**config.mk**
```make
export PLATFORM = sky130hd
export DESIGN_NAME = bft_port_arbiter
export DESIGN_NICKNAME = d
export VERILOG_FILES = /design/src/rtl/bft_port_arbiter.sv
export SDC_FILE = /design/constraint.sdc
export NUM_CORES = 1
export LEC_CHECK = 0
export CAP_MARGIN = 20
export CORE_MARGIN = 2
export CORE_UTILIZATION = 38
export DETAILED_ROUTE_END_ITERATION = 8
export GPL_TIMING_DRIVEN = 0
export MAX_ROUTING_LAYER = met4
export PLACE_DENSITY = 0.91
export SYNTH_ARGS = -nofsm -noshare
export SYNTH_HDL_FRONTEND = slang
export SYNTH_SLANG_ARGS = --single-unit
```
**constraint.sdc**
```tcl
create_clock -name clk -period 3.5 [get_ports clk]
set_input_delay 1.05 -clock clk [delete_from_list [all_inputs] [get_ports clk]]
set_output_delay 1.05 -clock clk [all_outputs]
set_load 0.1 [all_outputs]
```
**src/rtl/bft_port_arbiter.sv**
```systemverilog
// BFT switch output-port arbiter: round-robin over LEFT/RIGHT/UP inputs
// into a one-deep registered output with stall and delivery counters.
module bft_port_arbiter #(
    parameter int         num_leaves = 128,
    parameter int         level      = 0,
    parameter int         P_W        = 49,
    parameter logic [1:0] OUT_DIR    = 2'b11,
    parameter int         STALL_MAX  = 255
) (
    input  logic             clk,
    input  logic             reset,
    input  logic [2:0]       in_valid,
    input  logic [5:0]       in_dir,
    input  logic [3*P_W-1:0] in_data,
    output logic [2:0]       in_ready,
    output logic             out_valid,
    output logic [P_W-1:0]   out_data,
    output logic [1:0]       out_src,
    input  logic             out_ready,
    output logic             stall,
    output logic [15:0]      pkt_cnt
);

    localparam int AW = $clog2(num_leaves);
    localparam int SW = $clog2(STALL_MAX + 1);
    localparam logic [SW-1:0] S_MAX  = SW'(STALL_MAX);
    localparam logic [SW-1:0] S_LAST = SW'(STALL_MAX - 1);

    // VOID can never be served and a tree needs at least two leaves
    if (OUT_DIR == 2'b00 || AW < 1 || level < 0) begin : g_bad_cfg
        $error("bft_port_arbiter: illegal configuration");
    end

    typedef enum logic {IDLE, HOLD} state_t;

    state_t        state;
    logic [1:0]    ptr;
    logic [SW-1:0] stall_cnt;
    logic [2:0]    req;
    logic [1:0]    winner;
    logic          load;
    logic          accept;

    always_comb begin
        for (int i = 0; i < 3; i++) begin
            req[i] = in_valid[i] && (in_dir[2*i +: 2] == OUT_DIR);
        end
    end

    always_comb begin
        winner = 2'd0;
        case (ptr)
            2'd1:    winner = req[1] ? 2'd1 : (req[2] ? 2'd2 : 2'd0);
            2'd2:    winner = req[2] ? 2'd2 : (req[0] ? 2'd0 : 2'd1);
            default: winner = req[0] ? 2'd0 : (req[1] ? 2'd1 : 2'd2);
        endcase
    end

    assign out_valid = (state == HOLD);
    assign accept    = out_valid && out_ready;
    assign load      = !reset && (!out_valid || out_ready) && (|req);
    assign in_ready  = load ? (3'b001 << winner) : 3'b000;

    always_ff @(posedge clk) begin
        if (reset) begin
            state     <= IDLE;
            out_data  <= '0;
            out_src   <= 2'd0;
            ptr       <= 2'd0;
            stall_cnt <= '0;
            stall     <= 1'b0;
            pkt_cnt   <= 16'd0;
        end else begin
            if (load) begin
                state    <= HOLD;
                out_data <= in_data[32'(winner)*P_W +: P_W];
                out_src  <= winner;
                ptr      <= (winner == 2'd2) ? 2'd0 : winner + 2'd1;
            end else if (accept) begin
                state <= IDLE;
            end

            if (accept && pkt_cnt != 16'hFFFF) begin
                pkt_cnt <= pkt_cnt + 16'd1;
            end

            if (out_valid && !out_ready) begin
                if (stall_cnt != S_MAX) begin
                    stall_cnt <= stall_cnt + 1'b1;
                end
                if (stall_cnt == S_LAST) begin
                    stall <= 1'b1;
                end
            end else begin
                stall_cnt <= '0;
            end
        end
    end

endmodule

```
# ---- After elaboration in Yosys (flattened, before gate mapping)
# Cells that the tools add are included.
dict set report op_classes {
  bitwise_logic 1
  n_mux 11
  eq_ne 9
  reduce_logical 16
  n_addsub 3
  shifts 2
  n_mul 1
}
# operator n
set ops {}
lappend ops {{indexed part select 147 x 9 -> 49 bit} 1}
lappend ops {{adder 16 x 1 -> 16 bit (second input constant)} 1}
lappend ops {{inequality test 16 bit (second input constant)} 1}
lappend ops {{two-way mux 2 bit} 6}
lappend ops {{equality test 2 bit (second input constant)} 5}
lappend ops {{adder 8 x 1 -> 8 bit (second input constant)} 1}
lappend ops {{equality test 8 bit (second input constant)} 1}
lappend ops {{logical AND 1 bit} 8}
lappend ops {{multiplier 2 x 6 -> 8 bit (second input constant)} 1}
lappend ops {{inequality test 8 bit (second input constant)} 1}
lappend ops {{one-hot mux 2 bit (2 select lines)} 1}
lappend ops {{logical NOT 1 bit} 3}
lappend ops {{two-way mux 1 bit} 3}
lappend ops {{two-way mux 3 bit} 1}
lappend ops {{OR reduction 3 bit} 1}
lappend ops {{<< shifter 1 x 2 -> 3 bit (first input constant)} 1}
lappend ops {{adder 2 x 1 -> 2 bit (second input constant)} 1}
lappend ops {{equality test 2 x 1 -> 1 bit (second input constant)} 1}
lappend ops {{AND reduction 2 bit} 1}
lappend ops {{nonzero test 2 bit} 1}
lappend ops {{OR reduction 2 bit} 1}
lappend ops {{logical OR 1 bit} 1}
lappend ops {{inverter 1 bit} 1}
dict set report word_totals {
  regBits 79
  input_bits 159
  out_inout_bits 72
  elab_cells 50
}

# ---- Logic depth before layout (Yosys ltp)
dict set report logic_depth {
  word_depth 7
  mapped_depth 8
  ltp_nobuf 7
}

# ---- Least setup slack after synthesis
# Ideal clock, no wire load.
dict set report synth_path {
  path_type {input -> output}
  from {input port in_valid[1]}
  to {output port in_ready[0]}
  path_buffers 1
  t_arrival_ns 3.426
  required_ns 2.450
  path_slack_ns -0.976
  cell_stages 5
  path_cell_list {and3_4 > a22o_1 > a2111o_4 > buf_6 > nor2_1}
}
dict set report synth_via {
  elab_chain_cells 6
  word_cells_on_any_way 9
  cone_classes {shift (1); mux (5); reduce/logical (3)}
}
# element line_no
set synth_lines {}
lappend synth_lines {{from (decl)} 12} ;# input logic [2:0] in_valid,
lappend synth_lines {{logical AND 1 bit (*)} 46} ;# req[i] = in_valid[i] && (in_dir[2*i +: 2] == OUT_DIR);
lappend synth_lines {{two-way mux 2 bit (2 in a row)} 55} ;# default: winner = req[0] ? 2'd0 : (req[1] ? 2'd1 : 2'd2);
lappend synth_lines {{one-hot mux 2 bit (2 select lines)} 52} ;# case (ptr)
lappend synth_lines {{<< shifter 1 x 2 -> 3 bit} 62} ;# assign in_ready = load ? (3'b001 << winner) : 3'b000;
lappend synth_lines {{two-way mux 3 bit (*)} 62}
lappend synth_lines {{to (decl)} 15} ;# output logic [2:0] in_ready,
# Mark *: on every way between the ends. The rest lies on a longest branch, timed or not.

# ---- Worst setup path in the final report
dict set report layout_path {
  from {input port in_dir[3]}
  to {output port in_ready[2]}
}
dict set report layout_via {
  elab_chain_cells 7
  word_cells_on_any_way 10
  cone_classes {eq/ne (1); shift (1); mux (5); reduce/logical (3)}
}
# element line_no
set layout_lines {}
lappend layout_lines {{from (decl)} 13} ;# input logic [5:0] in_dir,
lappend layout_lines {{equality test 2 bit (*)} 46}
lappend layout_lines {{logical AND 1 bit (*)} 46}
lappend layout_lines {{two-way mux 2 bit (2 in a row)} 55}
lappend layout_lines {{one-hot mux 2 bit (2 select lines)} 52}
lappend layout_lines {{<< shifter 1 x 2 -> 3 bit} 62}
lappend layout_lines {{two-way mux 3 bit (*)} 62}
# Marked as above.

==> metrics.yaml <==
synth:
  synth-seq-cells: 79
  async_reset_ff_share_pct: 0
  yosysWarnings: 0
  netlist_area_sq_mm: 0.00385
  synth_edf_count: 0
  ys_types: 42
  avgSynthCellArea_sq_um: 9.58
  ys_seq_area_share_pct: 41.1
  synthCells: 402
  synth.net_count: 566
  ys.flop_type: "dfxtp_1"
clocking:
  clock-root-buffer: "clkbuf_8"
  cts_max_level: 3
  cts_tree: "built"
  cts_buffers: 9
  cts.sinks: 79
  clk_transition_reported_paths_ns: 0.08
  cts_hold_buf: 0
  max-clock-path-buffers: 2
  worst_skew_pair.late_latency_ns: 0.35
run:
  cap_violations: 0
die:
  coreArea_sq_mm: 0.00982
  pin_count: 231
  die_h_microns: 105
  start_util_pct: 39.2
  std_cell_rows: 36
  die_area_sq_mm: 0.0110
  die_x_microns: 105
status:
  outcome: "finished with violations"
  violations: "negative setup slack"
place:
  portBuffers: 229
  gp_congestion: 0.840
  dp_hpwl_microns: 11100
  dp_cells: 764
hold_path:
  min-delay-start: "out_src[1]"
  hp-class: "reg -> reg"
drt:
  drt-initial-drc-count: 196
  vias_per_cell: 5.45
  wl_microns: 14300
  drc_errors: 0
  drtPass1Iterations: 5
  vias: 4303
  final_antenna_net_count: 0
  routedWlPerCell_microns: 18.1
worst_setup_path:
  worstPathArrival_ns: 2.46
  crit_required_ns: 2.45
  critPathLaunchType: "primary input"
  reg2reg_from: "ptr[0]"
  crit_start: "in_dir[3]"
  crit_type: "in -> out"
  critPathMaxFanout: 4
  endpoint_kind: "primary output"
layout:
  fill_cells: 763
  area_growth_syn_to_layout_pct: 73.4
  stdcell_count: 790
  layout-drive-gt1-share_pct: 10.2
  n_antenna_cell: 0
  fin_nets: 817
sta:
  rsz0062_at_grt: "true"
  fmax_mhz: 285
  holdWs_ns: 0.479
  hold_viol: 0
  skew_ns: 0.00829
  relSlewSlack_pct: 27.7
  slew_violations: 0
  period_needed_ns: 3.51
  period_share_pct: 100
  postLayoutSetupSlackWorst_ns: -0.00779
  setup_viol: 1
  max_slew.worst_pin.slew_ns: 1.08
grt:
  grt_max_degree: 13
  grt-ovfl-total: 0
  grt_use_total_pct: 26.1
  antenna_found_initial: 0
  grt_pass1_vias: 4405
  grt_pass1_wl_microns: 22100
power:
  vdd_drop_max_mv: 0.241
  power_density_mw_per_mm2: 404
  p_leak_nw: 2.58
==> final cells by class <==
cell class	instances	area [sq um]	share of cell area, %
Timing Repair Buffer	241	2390	35.8
Multi-Input combinational cell	289	2150	32.2
Sequential cell	79	1580	23.7
Buffer	30	181	2.72
Tap cell	133	166	2.49
Clock buffer	12	155	2.32
Clock inverter	3	42.5	0.637
Inverter	3	11.3	0.169
==> per-stage QoR <==
step / TNS [ns] / worst slack (ns) / instance area, sq um / util [%] / total power [mW]
final: -0.00779 / -0.00779 / 6680 / 68.0 / 2.70
after global routing: -0.0484 / -0.0484 / 6680 / 68.0 / 2.79
after CTS: 0 / 0.00520 / 6640 / 67.7 / 2.70
after detailed placement: -4.74 / -1.69 / 6320 / 64.3 / 1.99
after global placement: -4.67 / -1.67 / 6320 / 64.3 / 1.98
after floorplan: -0.579 / -0.437 / 3860 / - / 1.63
==> where the power goes <==
group,internal [mW],total [mW],leakage [nW],switching [mW]
Clock,0.364,0.702,0.0985,0.338
Sequential,0.958,0.993,0.644,0.0356
Combinational,0.359,1.00,1.83,0.643
Total,1.68,2.70,2.58,1.02
==> cell usage after synthesis (2+ instances only) <==
library cell | instances | area, sq um
buf_2 | 13 | 65.1
and4_1 | 6 | 52.6
xor2_1 | 7 | 61.3
nand4_1 | 5 | 31.3
xnor2_1 | 8 | 70.1
and3b_1 | 2 | 17.5
nand2b_1 | 4 | 25.0
nand4b_1 | 2 | 17.5
o21ai_0 | 6 | 30.0
clkbuf_1 | 13 | 48.8
and3_1 | 3 | 18.8
a32oi_1 | 49 | 429
nand2_1 | 14 | 52.6
a31oi_1 | 3 | 18.8
nand3_1 | 14 | 70.1
o21ai_1 | 50 | 250
ha_1 | 5 | 62.6
nor3_1 | 8 | 40.0
nor2_1 | 26 | 97.6
dfxtp_1 | 79 | 1580
a21oi_1 | 6 | 30.0
buf_6 | 5 | 56.3
nor3_4 | 2 | 32.5
inv_1 | 3 | 11.3
mux2i_1 | 50 | 500
nor3b_1 | 3 | 22.5
==> registers in the layout (all words and copies together) (netlist names) <==
register   cells
out_data      49
out_src        2
out_valid      1
pkt_cnt       16
ptr            2
stall          1
stall_cnt      8
==> path summary, 6_finish.rpt <==
path | endpoint | slack (ns) | cells past startpoint
max | in_ready[2] | -0.008 | 6
min | out_src[1] | 0.48 | 2
max reg2reg | out_data[2] | 1.06 | 9
min reg2reg | out_src[1] | 0.48 | 2
==> what timing repair did <==
item / in CTS / in global routing
setup buffers: 9 / 3
resized for setup: 70 / 3
setup endpoints to repair: 3 / 2
pin swaps: 9 / 1
hold endpoints to repair: 0 / 0
==> cells by family (layout without fill, tap and decap cells) <==
kind of cell,count (synthesis),after routing,share of synthesized area [%]
compound gates,124,124,22.4
simple gates,95,95,13.7
flops,79,79,41.1
mux,50,50,13.0
buf+inv,34,289,4.71
xor+xnor,15,15,3.41
fa+ha+maj,5,5,1.62
==> cell usage in the layout (no fill, tap or decap), drive strengths merged, types with 5 or more instances in the layout <==
cell / netlist / final
nor2: 27 / 27
mux2i: 50 / 50
clkbuf: 13 / 25
buf: 18 / 38
a32oi: 49 / 49
nor3: 10 / 10
nand3: 14 / 14
ha: 5 / 5
xor2: 7 / 7
nand2: 14 / 14
a21oi: 6 / 6
clkdlybuf4s50: 0 / 216
o21ai: 56 / 56
and4: 6 / 6
nand4: 5 / 5
dfxtp: 79 / 79
xnor2: 8 / 8
==> critical path, cell delays in order <==
cell and delay [ns]:
buf_6 0.09, and3_4 0.18, a22o_1 0.22, a2111o_4 0.54
nor3_4 0.17, buf_12 0.20
==> layer usage <==
metal | vias to the layer above | GRT usage [%] | share of wire [%]
met1 | 1994 | 28.0 | 38
met3 | 47 | 5.12 | 6.4
met2 | 221 | 45.9 | 51
met5 | - | - | 0
li1 | 2041 | - | -
met4 | 0 | 13.1 | 4.4
(Power assumes the default switching activity.)
